<file path="src/rtl/hight_key_sched.sv">
// hight_key_sched: HIGHT subkey / whitening-key source for the round datapath.
//   clk        : system clock, all state on the rising edge
//   reset      : synchronous, active-high reset
//   start      : pulse that latches MK/ed and begins key expansion
//   ed         : 1 = encrypt (forward group order), 0 = decrypt (reverse order)
//   MK         : 128-bit master key, MK0 = MK[7:0] ... MK15 = MK[127:120]
//   sk_next    : consumer pulse, advance to the next subkey group
//   SKx0..SKx3 : current subkey group SK[4g]..SK[4g+3]
//   WK0_4..WK3_7 : whitening keys for the current transformation
//   sk_valid   : SKx* hold a valid group
//   wk_final   : 0 = initial WK set shown, 1 = final WK set shown
//   busy       : expansion in progress
//   done       : all groups consumed, held until the next start or reset
module hight_key_sched (
    input  logic         clk,
    input  logic         reset,
    input  logic         start,
    input  logic         ed,
    input  logic [127:0] MK,
    input  logic         sk_next,
    output logic [7:0]   SKx0,
    output logic [7:0]   SKx1,
    output logic [7:0]   SKx2,
    output logic [7:0]   SKx3,
    output logic [7:0]   WK0_4,
    output logic [7:0]   WK1_5,
    output logic [7:0]   WK2_6,
    output logic [7:0]   WK3_7,
    output logic         sk_valid,
    output logic         wk_final,
    output logic         busy,
    output logic         done
);
    localparam int NGRP = 32;

    typedef enum logic [1:0] {IDLE, GEN, SERVE, DONE} state_t;

    state_t         state_q, state_d;
    logic [127:0]   mk_q, mk_d;
    logic           ed_q, ed_d;
    logic [4:0]     ptr_q, ptr_d;
    logic [6:0]     lfsr_q, lfsr_d;
    logic           sk_valid_q, sk_valid_d;
    logic [31:0]    rd_q, rd_d;
    logic [31:0]    mem [NGRP];
    logic [6:0]     d0, d1, d2, d3, d4;
    logic [27:0]    dl;
    logic [31:0]    grp;
    logic [3:0]     sk_idx;
    logic           wr_en, last, adv, fin_set;

    function automatic logic [6:0] step(input logic [6:0] d);
        return {d[3] ^ d[0], d[6:1]};
    endfunction

    assign d0 = lfsr_q;
    assign d1 = step(d0);
    assign d2 = step(d1);
    assign d3 = step(d2);
    assign d4 = step(d3);
    assign dl = {d3, d2, d1, d0};

    // During GEN the pointer is the group index g: round-key index k = 4g+j
    // gives i = g[4:2] and p = {g[1:0], j}; the byte index keeps p's half
    // (bit 3) and rotates the low three bits by -i.
    always_comb begin
        grp    = '0;
        sk_idx = '0;
        for (int j = 0; j < 4; j++) begin
            sk_idx = {ptr_q[1], 3'({ptr_q[0], 2'(j)} - ptr_q[4:2])};
            grp[8*j +: 8] = mk_q[{sk_idx, 3'b000} +: 8] + {1'b0, dl[7*j +: 7]};
        end
    end

    assign last = ed_q ? (ptr_q == 5'd31) : (ptr_q == 5'd0);
    assign adv  = sk_valid_q && sk_next;

    always_comb begin
        state_d    = state_q;
        mk_d       = mk_q;
        ed_d       = ed_q;
        ptr_d      = ptr_q;
        lfsr_d     = lfsr_q;
        sk_valid_d = sk_valid_q;
        rd_d       = rd_q;
        wr_en      = 1'b0;
        if (start) begin
            state_d    = GEN;
            mk_d       = MK;
            ed_d       = ed;
            ptr_d      = '0;
            lfsr_d     = 7'h5A;
            sk_valid_d = 1'b0;
            rd_d       = '0;
        end else begin
            case (state_q)
                GEN: begin
                    wr_en  = 1'b1;
                    lfsr_d = d4;
                    // Last group written this cycle; the first read is issued
                    // one cycle later so it sees the completed buffer.
                    if (ptr_q == 5'd31) begin
                        state_d = SERVE;
                        ptr_d   = ed_q ? 5'd0 : 5'd31;
                    end else begin
                        ptr_d = ptr_q + 5'd1;
                    end
                end
                SERVE: begin
                    if (adv && last) begin
                        state_d    = DONE;
                        sk_valid_d = 1'b0;
                    end else begin
                        sk_valid_d = 1'b1;
                        if (adv)
                            ptr_d = ed_q ? ptr_q + 5'd1 : ptr_q - 5'd1;
                    end
                    rd_d = mem[ptr_d];
                end
                default: ;
            endcase
        end
    end

    always_ff @(posedge clk) begin
        if (reset) begin
            state_q    <= IDLE;
            mk_q       <= '0;
            ed_q       <= 1'b0;
            ptr_q      <= '0;
            lfsr_q     <= 7'h5A;
            sk_valid_q <= 1'b0;
            rd_q       <= '0;
        end else begin
            state_q    <= state_d;
            mk_q       <= mk_d;
            ed_q       <= ed_d;
            ptr_q      <= ptr_d;
            lfsr_q     <= lfsr_d;
            sk_valid_q <= sk_valid_d;
            rd_q       <= rd_d;
        end
    end

    always_ff @(posedge clk) begin
        if (wr_en)
            mem[ptr_q] <= grp;
    end

    assign {SKx3, SKx2, SKx1, SKx0} = rd_q;
    assign sk_valid = sk_valid_q;
    assign busy     = (state_q == GEN);
    assign done     = (state_q == DONE);
    assign wk_final = done;

    // Decrypt uses the encrypt final set (MK0..3) for its initial transformation.
    assign fin_set = wk_final ^ ~ed_q;
    assign {WK3_7, WK2_6, WK1_5, WK0_4} = (sk_valid_q || done) ?
                                          (fin_set ? mk_q[31:0] : mk_q[127:96]) : 32'h0;
endmodule

</file>
<file path="config.mk">
export PLATFORM = sky130hd
export DESIGN_NAME = hight_key_sched
export DESIGN_NICKNAME = d
export VERILOG_FILES = /design/src/rtl/hight_key_sched.sv
export SDC_FILE = /design/constraint.sdc
export NUM_CORES = 2
export LEC_CHECK = 0
export ABC_AREA = 1
export CORE_MARGIN = 4
export CORE_UTILIZATION = 30
export DETAILED_ROUTE_END_ITERATION = 12
export GPL_TIMING_DRIVEN = 1
export PLACE_DENSITY_LB_ADDON = 0.08
export SLEW_MARGIN = 20
export SYNTH_ARGS = -nofsm -noshare
export SYNTH_HDL_FRONTEND = slang
export SYNTH_SLANG_ARGS = --single-unit
</file>
<file path="constraint.sdc">
create_clock -name clk -period 13.4 [get_ports clk]
set_input_delay 2.68 -clock clk [delete_from_list [all_inputs] [get_ports clk]]
set_output_delay 2.68 -clock clk [all_outputs]
set_load 0.005 [all_outputs]
</file>
==> impl_metrics.csv <==
group,metric,value,unit
pwr,ir_worst_vdd,144.8,uV
setup_path,crit_fanout,83,
cts,path_clk_slew,0.06,ns
timing,tightest_slew,1.223,ns
timing,slew_headroom,0.1762,
cts,htree_num_levels,4,
routing,drt_wl_total,210300,um
routing,avgViaCountPerCell,4.996,
global_route,grt_use_total,0.2150,
final_layout,final_common_cell,"nand2_1",
final_layout,multi_input_area,0.01806,mm^2
final_layout,final_nets,5943,
synthesis,ys_ff_latch,1200,
pwr,p_leak,24.44,nW
cts,tritoncts,"yes",
floorplan,dieHeight,436.9,um
final_layout,fillers,18660,
setup_path,cp.required,14.11,ns
floorplan,core_area,0.1831,mm^2
cts,cts_made_buffers,141,
setup_path,start_kind,"primary input",
placed_design,portBuffers,200,
synthesis,netlist.area_leader.share,0.5571,
cts,worstSkewPairLatency,0.78,ns
cts,post_cts_buffers,0,
synthesis,synth-seq-area-share,0.6209,
cts,cts_root_buf,"clkbuf_16",
job,drv_cap,0,
synthesis,yosysWarnings,0,
synthesis,yosysTopAreaCell,"edfxtp_1",
floorplan,io_pins,201,
synthesis,synth-edff-count,1024,
final_layout,drive_gt1_frac,0.06564,
hold_path,worstHoldPathType,"reg -> reg",
synthesis,syn-num-nets,5905,
timing,layout_setup_ws,6.171,ns
synthesis,synth_area_per_cell,9.636,um^2
routing,drc_errors,0,
synthesis,synthArstFlopShare,0,
timing,min_period,7.229,ns
final_layout,synthToLayoutAreaGrowth,16.46,%
timing,fin_tns_setup,0,ns
cts,clock-sinks,1200,
setup_path,cp_data_arrival_time,7.94,ns
floorplan,die_w,436.9,um
synthesis,synth_area,0.05520,mm^2
timing,finalSetupViolations,0,
cts,cts_buffer_depth,3,
routing,vias,41710,
timing,fin_crit_sh,0.5395,
final_layout,utilization,0.3511,
global_route,grt_pass1_vias,39640,
routing,antenna_left,0,
placed_design,dp_hpwl,111200,um
setup_path,endpoint_kind,"flip-flop",
global_route,antenna_found_initial,9,
timing,slew_violations,0,
final_layout,final_cell_mix,"1,617 x nand2_1, 1,024 x edfxtp_1, 1,015 x nand3_1",
routing,wl_per_cell,25.19,um
placed_design,globalplace.congestion,0.8285,
floorplan,std_cell_rows,157,
synthesis,yosys.cell_types.count,49,
placed_design,dp_slack,5.458,ns
synthesis,ys.flop_type,"edfxtp_1",
timing,report.final.hold_viol_count,0,
synthesis,syn_inst,5728,
floorplan,start_util,0.3015,
final_layout,ff_latch_area,0.03428,mm^2
global_route,gr-total-overflow,0,
floorplan,die_area,0.1909,mm^2
routing,drt_pass1_iterations,5,
timing,finClkSkew,0.03030,ns
cts,hold_buffers,0,
setup_path,critPathKind,"in -> reg",
timing,rsz0062_at_grt,"false",
timing,max_freq,138.3,MHz
global_route,grt_start_max_net_pins,170,
cts,post_cts_resized,0,
global_route,grt_pass1_wl,299400,um
routing,drt-initial-drc-count,3386,
synthesis,synth_area_leaders,"edfxtp_1 56%, nand2_1 11%, nand3_1 9.2%, dfxtp_1 6.4%, o21ai_0 3.1%",
status,outcome,"complete, no violations",
timing,holdWs,0.4678,ns
pwr,p_per_area,154.5,mW/mm^2
[critical path, cell delays in order]
cell	delay, ns
clkdlybuf4s50_1	0.48
nand2_1	0.14
inv_1	0.12
nand4_1	0.12
buf_4	0.72
buf_4	0.77
buf_4	0.90
buf_4	0.93
nand3_1	0.15
nand2_1	0.11
nand2_1	0.05
nand3_1	0.12
nand3_1	0.10
nand2_1	0.12
nand2_1	0.07
nand3_1	0.09
nand2_1	0.05
inv_1	0.08
[power breakdown]
| group | switching (W) | internal [W] |
|---|---|---|
| clock network | 0.00157 | 0.00220 |
| logic | 0.00117 | 0.000357 |
| registers | 0.0000317 | 0.00459 |
[logic make-up (layout without fill, tap and decap cells)]
group / count (synthesis) / in the layout / share of synthesized area
buf+inv: 817 / 970 / 0.06288
flops: 1200 / 1200 / 0.6209
compound gates: 629 / 629 / 0.06220
mux: 23 / 23 / 0.004171
xor+xnor: 31 / 31 / 0.005191
fa+ha+maj: 44 / 44 / 0.01052
simple gates: 2984 / 2984 / 0.2341
other cells: 0 / 3 / 0
[state kept, by name (all words and copies together) (netlist names)]
signal    cells
mem        1024
sk_valid      1
d0            7
rd_q         32
mk_q        128
ed_q          1
state_q       2
ptr_q         5
[metal layers]
| layer | track usage | wire length [um] | vias to the layer above |
|---|---|---|---|
| met3 | 0.03386 | 10170 | 234 |
| li1 | - | - | 19610 |
| met2 | 0.3479 | 97760 | 1080 |
| met1 | 0.3002 | 97110 | 20770 |
| met4 | 0.05627 | 5121 | 10 |
| met5 | 0 | 88 | - |
[layout make-up]
type                            instances  share of cell area
Tap cell                             2464             0.04796
Clock buffer                          210             0.06417
Inverter                              415             0.02447
Multi-Input combinational cell       3711              0.2809
Clock inverter                         48            0.005800
Sequential cell                      1200              0.5332
Timing Repair Buffer                  297             0.04337
Antenna cell                            3           0.0001168
[cells in the mapped netlist, drive strengths merged (8+ instances only)]
cell type	number
dfxtp	176
nand2	1623
ha	40
buf	290
o31ai	8
o32ai	10
nor2	234
o21ai	345
edfxtp	1024
xor2	25
nand3	1016
a211oi	26
clkbuf	112
inv	411
o211ai	40
nand3b	96
mux2i	23
a21oi	175
[final timing paths]
check | slack, ns | startpoint | to | cells after the start
worst max register to register | 6.94 | ptr_q[2]$_SDFFE_PP0P_ | rd_q[3]$_SDFFE_PP0P_ | 21
worst max-delay path | 6.17 | sk_next | rd_q[3]$_SDFFE_PP0P_ | 18
worst min register to register | 0.47 | mk_q[71]$_SDFFE_PP0P_ | mk_q[71]$_SDFFE_PP0P_ | 2
worst min-delay path | 0.47 | mk_q[71]$_SDFFE_PP0P_ | mk_q[71]$_SDFFE_PP0P_ | 2
[stage by stage]
step	power, W	area (um^2)	cells
finish	0.009930	64280	8348
global route	0.01034	64280	8346
CTS	0.01005	64270	8345
detailed placement	0.006255	59770	8087
global placement	0.006253	59770	8087
floorplan	0.005525	55200	5728
No activity file was read; power rests on OpenSTA's default activity.
